**config.mk**
```make
export PLATFORM = sky130hd
export DESIGN_NAME = sfifo_pkt_abt
export DESIGN_NICKNAME = d
export VERILOG_FILES = /design/src/rtl/sfifo_pkt_abt.sv
export SDC_FILE = /design/constraint.sdc
export NUM_CORES = 1
export LEC_CHECK = 0
export CELL_PAD_IN_SITES_DETAIL_PLACEMENT = 1
export CELL_PAD_IN_SITES_GLOBAL_PLACEMENT = 2
export CORE_ASPECT_RATIO = 0.75
export CORE_MARGIN = 2
export CORE_UTILIZATION = 37
export CTS_CLUSTER_SIZE = 20
export DETAILED_ROUTE_END_ITERATION = 8
export GPL_ROUTABILITY_DRIVEN = 0
export GPL_TIMING_DRIVEN = 1
export PLACE_DENSITY = 0.89
export SYNTH_ARGS = -nofsm -noshare
export SYNTH_HDL_FRONTEND = slang
export SYNTH_SLANG_ARGS = --single-unit
```
**constraint.sdc**
```tcl
create_clock -name clk -period 4.1 [get_ports clk]
set_clock_uncertainty 0.15 [all_clocks]
set_input_delay 0.82 -clock clk [delete_from_list [all_inputs] [get_ports clk]]
set_output_delay 0.82 -clock clk [all_outputs]
set_load 0.01 [all_outputs]
```
**src/rtl/sfifo_pkt_abt.sv**
```systemverilog
// sfifo_pkt_abt: single-clock packet FIFO with speculative writes.
// Words land in storage at a speculative pointer and become visible to the
// reader only when the packet's EOT word is committed. An abort, or an EOT on
// a packet poisoned by an overflow, rolls the speculative pointer back to the
// last committed position. Depth need not be a power of two.
// Optional build macro: SFIFO_PKT_ABT_RD_EOT_EN adds a stored eot bit per
// entry and an rd_eot output that delimits packets on the read side.
module sfifo_pkt_abt #(
    parameter int DEPTH     = 4,
    parameter int WIDTH     = 8,
    parameter int AF_MARGIN = 1,
    localparam int ADDR_W   = $clog2(DEPTH),
    localparam int CNT_W    = $clog2(DEPTH) + 1
) (
    input  logic             clk,
    input  logic             rst_n,
    input  logic             wr_en,
    input  logic [WIDTH-1:0] data_in,
    input  logic             eot,
    input  logic             abort,
    output logic             full,
    output logic             full_n,
    output logic             afull,
    output logic             empty,
    output logic             empty_n,
    input  logic             rd_en,
    output logic [WIDTH-1:0] data_out,
    output logic [CNT_W-1:0] data_cnt,
    output logic [CNT_W-1:0] free_cnt,
`ifdef SFIFO_PKT_ABT_RD_EOT_EN
    output logic             rd_eot,
`endif
    output logic             drop,
    output logic             ovf
);

    localparam logic [CNT_W-1:0]  DEPTH_C = CNT_W'(DEPTH);
    localparam logic [CNT_W-1:0]  AF_C    = CNT_W'(AF_MARGIN);
    localparam logic [ADDR_W-1:0] LAST_C  = ADDR_W'(DEPTH - 1);

    // Pointer increment with wrap at DEPTH-1, so any depth works.
    function automatic logic [ADDR_W-1:0] ptr_inc(input logic [ADDR_W-1:0] p);
        logic [ADDR_W-1:0] r;
        if (p == LAST_C) begin
            r = ADDR_W'(0);
        end else begin
            r = p + ADDR_W'(1);
        end
        return r;
    endfunction

    logic [WIDTH-1:0]  mem_q [DEPTH];
`ifdef SFIFO_PKT_ABT_RD_EOT_EN
    logic              eot_mem_q [DEPTH];
`endif
    logic [ADDR_W-1:0] rd_ptr_q, rd_ptr_d;
    logic [ADDR_W-1:0] wr_ptr_q, wr_ptr_d;
    logic [ADDR_W-1:0] tmp_ptr_q, tmp_ptr_d;
    logic [CNT_W-1:0]  spec_cnt_q, spec_cnt_d;
    logic [CNT_W-1:0]  cmt_cnt_q, cmt_cnt_d;
    logic              bad_q, bad_d;
    logic              full_q, afull_q, empty_q, drop_q, ovf_q;
    logic [CNT_W-1:0]  data_cnt_q, free_cnt_q, free_cnt_d;

    logic              wr_acc_s, rd_acc_s, ovf_s, drop_s, commit_s, rollback_s;
    logic [CNT_W-1:0]  spec_adv_s;

    // Accept decisions and next-state pointers, counters and poison bit.
    always_comb begin
        wr_acc_s   = wr_en & ~full_q & ~abort;
        rd_acc_s   = rd_en & ~empty_q;
        ovf_s      = wr_en & full_q & ~abort;
        // A poisoned packet (poisoned earlier or right now) is discarded at its EOT.
        drop_s     = wr_en & eot & ~abort & (bad_q | ovf_s);
        commit_s   = wr_acc_s & eot & ~bad_q;
        rollback_s = abort | drop_s;
        spec_adv_s = spec_cnt_q + CNT_W'(wr_acc_s) - CNT_W'(rd_acc_s);

        rd_ptr_d   = rd_ptr_q;
        wr_ptr_d   = wr_ptr_q;
        tmp_ptr_d  = tmp_ptr_q;
        spec_cnt_d = spec_adv_s;
        cmt_cnt_d  = cmt_cnt_q - CNT_W'(rd_acc_s);
        bad_d      = bad_q;

        if (rd_acc_s) begin
            rd_ptr_d = ptr_inc(rd_ptr_q);
        end else begin
            rd_ptr_d = rd_ptr_q;
        end

        if (rollback_s) begin
            tmp_ptr_d  = wr_ptr_q;
            spec_cnt_d = cmt_cnt_q - CNT_W'(rd_acc_s);
            bad_d      = 1'b0;
        end else if (wr_acc_s) begin
            tmp_ptr_d = ptr_inc(tmp_ptr_q);
            bad_d     = bad_q;
        end else begin
            tmp_ptr_d = tmp_ptr_q;
            bad_d     = bad_q | ovf_s;
        end

        // Commit and rollback are mutually exclusive: commit needs a clean,
        // accepted, non-aborted write.
        if (commit_s) begin
            wr_ptr_d  = ptr_inc(tmp_ptr_q);
            cmt_cnt_d = spec_adv_s;
        end else begin
            wr_ptr_d  = wr_ptr_q;
        end

        free_cnt_d = DEPTH_C - spec_cnt_d;
    end

    // State, registered flags/counts and pulse outputs.
    always_ff @(posedge clk or negedge rst_n) begin
        if (!rst_n) begin
            rd_ptr_q   <= ADDR_W'(0);
            wr_ptr_q   <= ADDR_W'(0);
            tmp_ptr_q  <= ADDR_W'(0);
            spec_cnt_q <= CNT_W'(0);
            cmt_cnt_q  <= CNT_W'(0);
            bad_q      <= 1'b0;
            full_q     <= 1'b0;
            afull_q    <= (DEPTH_C <= AF_C);
            empty_q    <= 1'b1;
            data_cnt_q <= CNT_W'(0);
            free_cnt_q <= DEPTH_C;
            drop_q     <= 1'b0;
            ovf_q      <= 1'b0;
        end else begin
            rd_ptr_q   <= rd_ptr_d;
            wr_ptr_q   <= wr_ptr_d;
            tmp_ptr_q  <= tmp_ptr_d;
            spec_cnt_q <= spec_cnt_d;
            cmt_cnt_q  <= cmt_cnt_d;
            bad_q      <= bad_d;
            full_q     <= (spec_cnt_d == DEPTH_C);
            afull_q    <= (free_cnt_d <= AF_C);
            empty_q    <= (cmt_cnt_d == CNT_W'(0));
            data_cnt_q <= cmt_cnt_d;
            free_cnt_q <= free_cnt_d;
            drop_q     <= drop_s;
            ovf_q      <= ovf_s;
        end
    end

    // Storage: written at the speculative pointer, cleared by reset.
    always_ff @(posedge clk or negedge rst_n) begin
        if (!rst_n) begin
            for (int i = 0; i < DEPTH; i++) begin
                mem_q[i] <= {WIDTH{1'b0}};
`ifdef SFIFO_PKT_ABT_RD_EOT_EN
                eot_mem_q[i] <= 1'b0;
`endif
            end
        end else if (wr_acc_s) begin
            mem_q[tmp_ptr_q] <= data_in;
`ifdef SFIFO_PKT_ABT_RD_EOT_EN
            eot_mem_q[tmp_ptr_q] <= eot;
`endif
        end else begin
            mem_q[tmp_ptr_q] <= mem_q[tmp_ptr_q];
        end
    end

    assign full     = full_q;
    assign full_n   = ~full_q;
    assign afull    = afull_q;
    assign empty    = empty_q;
    assign empty_n  = ~empty_q;
    assign data_cnt = data_cnt_q;
    assign free_cnt = free_cnt_q;
    assign drop     = drop_q;
    assign ovf      = ovf_q;
    assign data_out = mem_q[rd_ptr_q];
`ifdef SFIFO_PKT_ABT_RD_EOT_EN
    assign rd_eot   = eot_mem_q[rd_ptr_q];
`endif

endmodule

```
After elaboration in Yosys (flattened, before gate mapping):

Cells that the tools add are included.

* output and inout bits: 21
* flip-flop bits (word level): 53
* input bits: 14
* logic and storage cells: 70

* add/sub/neg operators: 6
* $lt $le $gt $ge: 4
* bitwise logic cells: 18
* multiplexer cells: 19
* reduce and logical (&&, ||, !) cells: 3
* eq/ne operators: 4

Operator list (count)
* bitwise mux 32 bit: 2
* 2-to-1 mux 8 bit: 5
* binary-select mux 8 bit (select 2 bit): 2
* 2-to-1 mux 32 bit: 1
* demux 8 bit (select 2 bit): 1
* bitwise AND 1 bit: 10
* 2-to-1 mux 2 bit: 4
* >= comparator 3 bit, second input constant: 2
* 2-to-1 mux 3 bit: 2
* NOT 2 -> 3 bit: 2
* subtractor 3 x 1 -> 3 bit: 2
* adder 2 x 1 -> 2 bit, second input constant: 2
* equality test 2 bit, second input constant: 2
* NOT 1 bit: 4
* adder 3 x 1 -> 3 bit: 1
* equality test 3 bit, second input constant: 1
* less-or-equal comparator 3 x 1 -> 1 bit, second input constant: 1
* logical NOT 3 bit: 1
* less-than comparator 3 x 1 -> 1 bit, second input constant: 1
* subtractor 3 bit, first input constant: 1
* 2-to-1 mux 1 bit: 2
* != test 2 x 1 -> 1 bit, second input constant: 1
* OR 1 bit: 2
* nonzero test 2 bit: 1
* logical AND 1 bit: 1

Longest topological paths before layout:

* word-level depth: 8
* mapped depth: 12
* mapped depth without buffers: 11

Least setup slack after synthesis:

Ideal clock, no wire load.

* path type: in2reg
* start point: in wr_en
* end point: reg afull_q (netlist: afull)
* slack: 0.838 ns
* stages: 11
* data arrival time: 3.020 ns
* data required time: 3.858 ns
* buffers on the path: 1
* library setup time: 0.092 ns
* cells stage by stage: nor3b_4 -> buf_6 -> or2_2 -> nand2_1 -> ha_1 -> fa_1 -> xnor2_1 -> xnor2_1 -> mux2i_1 -> ha_1 -> o31ai_2

* word-level cells in the longest chain between the ends: 8
* elaborated cells between the ends (all ways): 14
* those cells by class: 3 x add/sub; 1 x order compare; 1 x mux; 9 x bitwise

RTL lines
* start: declaration: RTL line 17 `input logic wr_en,`
* branches (longest 5 deep; another with adder 3 x 1 -> 3 bit)
* 2-to-1 mux 3 bit (*): RTL line 92 `if (rollback_s) begin`
* via spec_cnt_d[2]: RTL line 59 `logic [CNT_W-1:0] spec_cnt_q, spec_cnt_d;`
* subtractor 3 bit (*): RTL line 113 `free_cnt_d = DEPTH_C - spec_cnt_d;`
* via free_cnt_d[2]: RTL line 63 `logic [CNT_W-1:0] data_cnt_q, free_cnt_q, free_cnt_d;`
* less-or-equal comparator 3 x 1 -> 1 bit (*): RTL line 140 `afull_q <= (free_cnt_d <= AF_C);`
* end signal: assignment: RTL line 126 `afull_q <= (DEPTH_C <= AF_C);`
* end signal: assignment: RTL line 140
* end: declaration: RTL line 62 `logic full_q, afull_q, empty_q, drop_q, ovf_q;`

Mark *: on every way through the listed nets, which the timed path passes.
A chain may end at the register's enable or synchronous reset.

Final worst setup path:

* start point: in abort
* end point: reg afull_q (netlist: afull)

* word-level cells in the longest chain between the ends: 8
* elaborated cells between the ends (all ways): 12
* those cells by class: 3 x add/sub; 1 x order compare; 1 x mux; 7 x bitwise

RTL lines
* start: declaration: RTL line 20 `input logic abort,`
* branches (longest 5 deep; another with adder 3 x 1 -> 3 bit)
* 2-to-1 mux 3 bit (*): RTL line 92
* via spec_cnt_d[2]: RTL line 59
* subtractor 3 bit (*): RTL line 113
* via free_cnt_d[2]: RTL line 63
* less-or-equal comparator 3 x 1 -> 1 bit (*): RTL line 140

Marks and branches as above.

==> impl_results.md <==
- Pwr Total: 2.52 mW
- R2R cell count: 10
- P_int: 1.51 mW
- Pwr/cell area: 810 nW/um2
- Total gr overflow: 0
- Die height: 77.9 um
- Flops & latches, synth: 52
- Fraction of registers with async set/reset: 1.00
- Storage cell area: 1300 um2
- Post-CTS Hold Buffers: 0
- Ys flop type: dfrtp_1
- Worst-Skew Late Latency: 0.31 ns
- Vias in the first global route: 1932
- Net Sw Frac: 0.400
- Kind of critical path: in -> reg
- Clock power share: 0.123
- Worst-path clk slew: 0.10 ns
- Max-capacitance violation count: 0
- Routed Wire Length: 5990 um
- Worst reg2reg setup slack: 1.07 ns
- RSZ-0062 raised after global routing: false
- Antenna Cells: 0
- Footprint of the multi-input gates: 1210 um2
- Worst hold path startpoint: wr_ptr_q[1]
- Critical Path AT: 3.62 ns
- # Post-CTS Setup Buffers: 0
- Net Sw Power: 1.01 mW
- DP Wirelength: 4290 um
- Ports: 35
- Syn avg cell area: 12.3 um2
- Total track usage: 0.164
- CP Data Required Time: 4.18 ns
- Clock tree buffer depth: 2
- Core ar.: 6930 um2
- Port Buffer Count: 34
- Number of antenna violations at the first check in global routing: 0
- Via/cell ratio: 5.06
- Hold Path Depth: 2
- Maximum vdd drop: 0.000194 V
- Die Wd: 102 um
- Hold Fails Final Rpt: 0
- Die area: 7980 um2
- WL/cell: 17.3 um
- TritonCTS clock tree: yes
- # nets final: 272
- Area Growth Syn to Fin: 15.6%
- Starting density of the core: 0.388
- Synth warnings: 0
- Yosys cell types: 36
- CTS Buf Count: 5
- Fin Setup TNS: 0 ns
- H-tree depth: 2
- WHS Endpoint: tmp_ptr_q[1]
- Tmin final: 3.54 ns
- # DRC: 0
- Largest net degree at the start of global routing: 31
- Global-route wire length before repair: 10000 um
- Worst Setup End Kind: flip-flop
- Worst reg2reg path startpoint: empty
- Synthesized area: 2690 um2
- End-of-flow core utilization: 0.449
- Final Setup Violations: 0
- RR Endpoint: afull
- Run status: finished, final reports clean
- Number of flops mapped to enable cells by yosys: 0
- Relative slew slack: 0.541
- Layout cells sized above 1: 0.181
- Number of DRC markers in iteration 0: 61
- Clock tree root driver cell: clkbuf_8
- Reg power frac: 0.380
- Post-Syn Instances: 219
- Register area share after synthesis: 0.484
- CP max FO: 5
- Logic pwr share: 0.496
- Static Leakage: 1.25 nW
- Drt first pass iters: 4
- Post-route ant nets: 0
- Critical path startpoint category: input pin
- Final Cycle Share: 0.863
- # fillers: 739
- Post-cts resize count: 0
- Max Transition Viols Final: 0
- Routed vias: 1751
- Fmax achieved: 283 MHz
- Rows: 26
- Hold Path Class: reg -> reg
- Worst-Margin Slew: 0.689 ns
- Synthesized Nets: 244
- Clock Sinks: 52
==> layout by cell type, fill, tap and decap left out, types with 3 or more instances in the layout <==
cell and count:
dfrtp_1 50, nor2_1 35, a21oi_1 35, clkdlybuf4s50_1 33, mux4_2 16, ha_1 10
inv_1 9, mux2i_1 7, nand2_1 6, clkbuf_8 5, xnor2_1 4, mux2_2 4
mux2i_2 4, o21ai_0 3, nor3_1 3
==> power by group through the flow <==
stage	Clock, mW	Sequential [mW]	Combinational (mW)
2_1_floorplan	0	0.853	0.989
3_3_place_gp	0	0.958	1.20
3_5_place_dp	0	0.969	1.26
4_1_cts	0.324	0.961	1.27
5_1_grt	0.342	0.995	1.38
6_report	0.311	0.958	1.25
==> layout make-up <==
| class | instances | area share |
|---|---|---|
| tap | 98 | 0.0394 |
| clock buffer | 5 | 0.0221 |
| clock inverter | 3 | 0.00805 |
| sequential | 52 | 0.419 |
| multi-input combinational | 143 | 0.388 |
| inverter | 9 | 0.0109 |
| timing repair buffer | 36 | 0.113 |
==> how the worst max path moves through the flow <==
stage	startpoint	to	slack, ns
2_1_floorplan	wr_en	afull	0.84
3_3_place_gp	abort	afull	0.37
3_5_place_dp	abort	afull	0.21
4_1_cts	abort	afull	0.52
5_1_grt	abort	afull	0.39
6_report	abort	afull	0.56
==> per-layer routing <==
layer / vias up / track usage / share of wire
li1: 814 / - / -
met1: 910 / 0.217 / 0.46
met3: 7 / 0.0333 / 0.024
met4: 0 / 0.0533 / 0.012
met5: - / 0 / 0
met2: 20 / 0.268 / 0.50
==> stage by stage <==
| step | std cells | hold slack [ns] | worst slack [ns] | cell area (um2) |
|---|---|---|---|---|
| final | 346 | 0.341 | 0.563 | 3110 |
| after global routing | 346 | 0.374 | 0.389 | 3110 |
| after CTS | 346 | 0.348 | 0.519 | 3110 |
| after detailed placement | 338 | 0.335 | 0.211 | 3020 |
| after global placement | 338 | 0.318 | 0.371 | 3020 |
| after floorplan | 219 | 0.294 | 0.838 | 2690 |
==> sequential cells by signal, indices dropped and copies added (netlist names), 2 cells and up <==
register and flops:
rd_ptr_q 2, tmp_ptr_q 2, mem_q 32, data_cnt 3, spec_cnt_q 2, free_cnt 3, wr_ptr_q 2
==> synthesized netlist by cell type, types with 2 or more instances <==
master / count / area (um2)
clkbuf_2: 2 / 10.0
o21ai_0: 3 / 15.0
mux2i_1: 7 / 70.1
mux2i_2: 4 / 55.1
dfstp_2: 2 / 52.6
nor3_1: 3 / 15.0
clkbuf_8: 6 / 82.6
buf_2: 2 / 10.0
dfrtp_1: 50 / 1250
inv_1: 9 / 33.8
nand2b_1: 2 / 12.5
a21oi_1: 35 / 175
nand2_1: 6 / 22.5
buf_6: 2 / 22.5
mux4_2: 16 / 360
mux2_2: 4 / 45.0
ha_1: 10 / 125
nor2_1: 35 / 131
xnor2_1: 4 / 35.0
==> worst max-delay path, cell delays in order <==
cell,delay [ns]
clkdlybuf4s50_1,0.53
nor3b_4,0.34
or2_2,0.20
nand2_1,0.06
ha_1,0.19
fa_1,0.38
xnor2_1,0.18
xnor2_1,0.16
mux2i_1,0.14
ha_1,0.38
o31ai_2,0.25
==> logic make-up after synthesis <==
logic type                 after synthesis  share of synthesized area
muxes                                   32                      0.203
DFF                                     52                      0.484
xor gates and xnor gates                 4                     0.0130
adders and majority gates               11                     0.0539
buffers and inverters                   24                     0.0674
and+or+nand+nor                         54                     0.0944
AOI/OAI and AO/OA                       42                     0.0841
No activity file was read; power rests on OpenSTA's default activity.
==> patch, RTL diff (same flow settings) <==
Remove the register `free_cnt_q`: a continuous assignment takes its place, so the output `free_cnt` follows one clock earlier.
--- a/src/rtl/sfifo_pkt_abt.sv
+++ b/src/rtl/sfifo_pkt_abt.sv
@@ -126,7 +126,6 @@
             afull_q    <= (DEPTH_C <= AF_C);
             empty_q    <= 1'b1;
             data_cnt_q <= CNT_W'(0);
-            free_cnt_q <= DEPTH_C;
             drop_q     <= 1'b0;
             ovf_q      <= 1'b0;
         end else begin
@@ -140,11 +139,12 @@
             afull_q    <= (free_cnt_d <= AF_C);
             empty_q    <= (cmt_cnt_d == CNT_W'(0));
             data_cnt_q <= cmt_cnt_d;
-            free_cnt_q <= free_cnt_d;
             drop_q     <= drop_s;
             ovf_q      <= ovf_s;
         end
     end
+
+    assign free_cnt_q = free_cnt_d;
 
     // Storage: written at the speculative pointer, cleared by reset.
     always_ff @(posedge clk or negedge rst_n) begin
Function: changed (a bounded check fails within 4 cycles, from zero or initial values and one cycle with rst_n low).
==> patch against the unedited design <==
- synthesized area decreased by 5.3%
- power up 16%
- final area up 4.6%
- fmax is 12% lower
- wire length increased by 17%
- sequential cell count down 2
- non-clock buffer count rose by 27
- setup slack got worse by 470 ps
- largest cell class unchanged
==> patch: results (changes against the unedited design) <==
[metrics] status: completed
[metrics] VDD IR-drop max: 0.000263 V (+36%)
[metrics] startpoint of the most critical register-to-register path: full$_DFF_PN0_
[metrics] post-synthesis mux area share: 20.4% (+0.11 points)
[metrics] Inserted Clock Buffers: 5 (unchanged)
[metrics] relative max-transition margin: 49.3% (-4.8 points)
[metrics] nets in the synthesized netlist: 243 (-0.41%)
[metrics] Global Route met1 Usage: 26.6% (+4.9 points)
[metrics] largest net degree at the start of global routing: 33 (+6.5%)
[metrics] family with the most delay on the worst path: buffers and inverters
[metrics] most used standard cells in the synthesized netlist: dfrtp_1 (49), nor2_1 (37), a21oi_1 (33), mux4_2 (16), mux2i_1 (11)
[metrics] part of the power in the clock network: 10.4% (-1.9 points)
[metrics] compound-gate portion of the synthesized area: 9.33% (+0.92 points)
[metrics] standard cell area after detailed placement: 3000 um2 (-0.41%)
[metrics] power dissipated by switching net loads: 0.00116 W (+15%)
[metrics] Hold Path Origin: wr_ptr_q[0]$_DFFE_PN0P_
[metrics] proportion of power drawn by combinational gates: 57.9% (+8.3 points)
[metrics] Layout Nets: 298 (+9.6%)
[metrics] via count of the first global-routing pass: 2111 (+9.3%)
[metrics] wire length on met1: 3.12 mm (+13%)
[metrics] number of DRC markers in iteration 0: 92 (+51%)
[metrics] Area contributors post-synth: dfrtp_1 (48%), mux4_2 (14%), a21oi_1 (6.5%)
[metrics] via count: 1916 (+9.4%)
[metrics] first-pass GRT wire length: 11.4 mm (+14%)
[metrics] sum of net half-perimeters after detailed placement: 4.42 mm (+3.0%)
[metrics] critical path fanouts, max: 3 (-2)
[metrics] Worst Path Arrival: 4050 ps (+430 ps)
[metrics] hold slack final: 353 ps (+12.4 ps)
[metrics] standard cell with the maximum stage delay on the critical path: fa_2
[metrics] synthesized-area fraction occupied by adder cells: 5.70% (+0.30 points)
[metrics] met3 track demand over resource: 3.03% (-0.31 points)
[metrics] leak pwr: 1.38 nW (+11%)
[metrics] met2 usage: 35.1% (+8.3 points)
[metrics] highest layer used for signal routing: met4
[metrics] delay of the slowest critical-path stage: 380 ps (-150 ps)
[metrics] worst r2r path cells: 21 (+11)
[metrics] layout cells sized above 1: 26.6% (+8.5 points)
[metrics] xor-xnor portion of the synthesized cell area: 1.38% (+0.074 points)
[metrics] sequential area share after synthesis: 49.2% (+0.72 points)
[metrics] slack of the worst reg-to-reg path: 210 ps (-860 ps)
[metrics] met2 wire length: 3.52 mm (+17%)
[patch: cell count changes in the layout (fill, tap and decap cells not counted), sizes merged, moves of 2 or more]
cell           unedited run  this run
inv                      11         8
clkdlybuf4s50            33        28
buf                       3        31
clkbuf                    5         8
nand2                     6         8
o21ai                     4         2
a21oi                    35        33
[patch: per-stage QoR]
stage | setup WS [ps] | instances
6_report | 92.5 | 358
5_1_grt | 18.7 | 358
4_1_cts | 46.6 | 357
3_5_place_dp | -660 | 333
3_3_place_gp | -578 | 333
2_1_floorplan | 149 | 218
[patch: timing repair]
item                                    in CTS  in global routing
hold buffers                                 0                  0
endpoints found under the setup margin       2                  3
pin swaps                                    4                  5
gates resized for setup                     11                  9
buffers inserted                            16                  1
[patch: area by class of cell]
type                            count  area [um2]
Tap cell                           84         105
Clock inverter                      2        12.5
Inverter                            8        30.0
Sequential cell                    50        1250
Fill cell                         732        3480
Timing Repair Buffer               63         539
Multi-Input combinational cell    145        1230
Clock buffer                        6        82.6
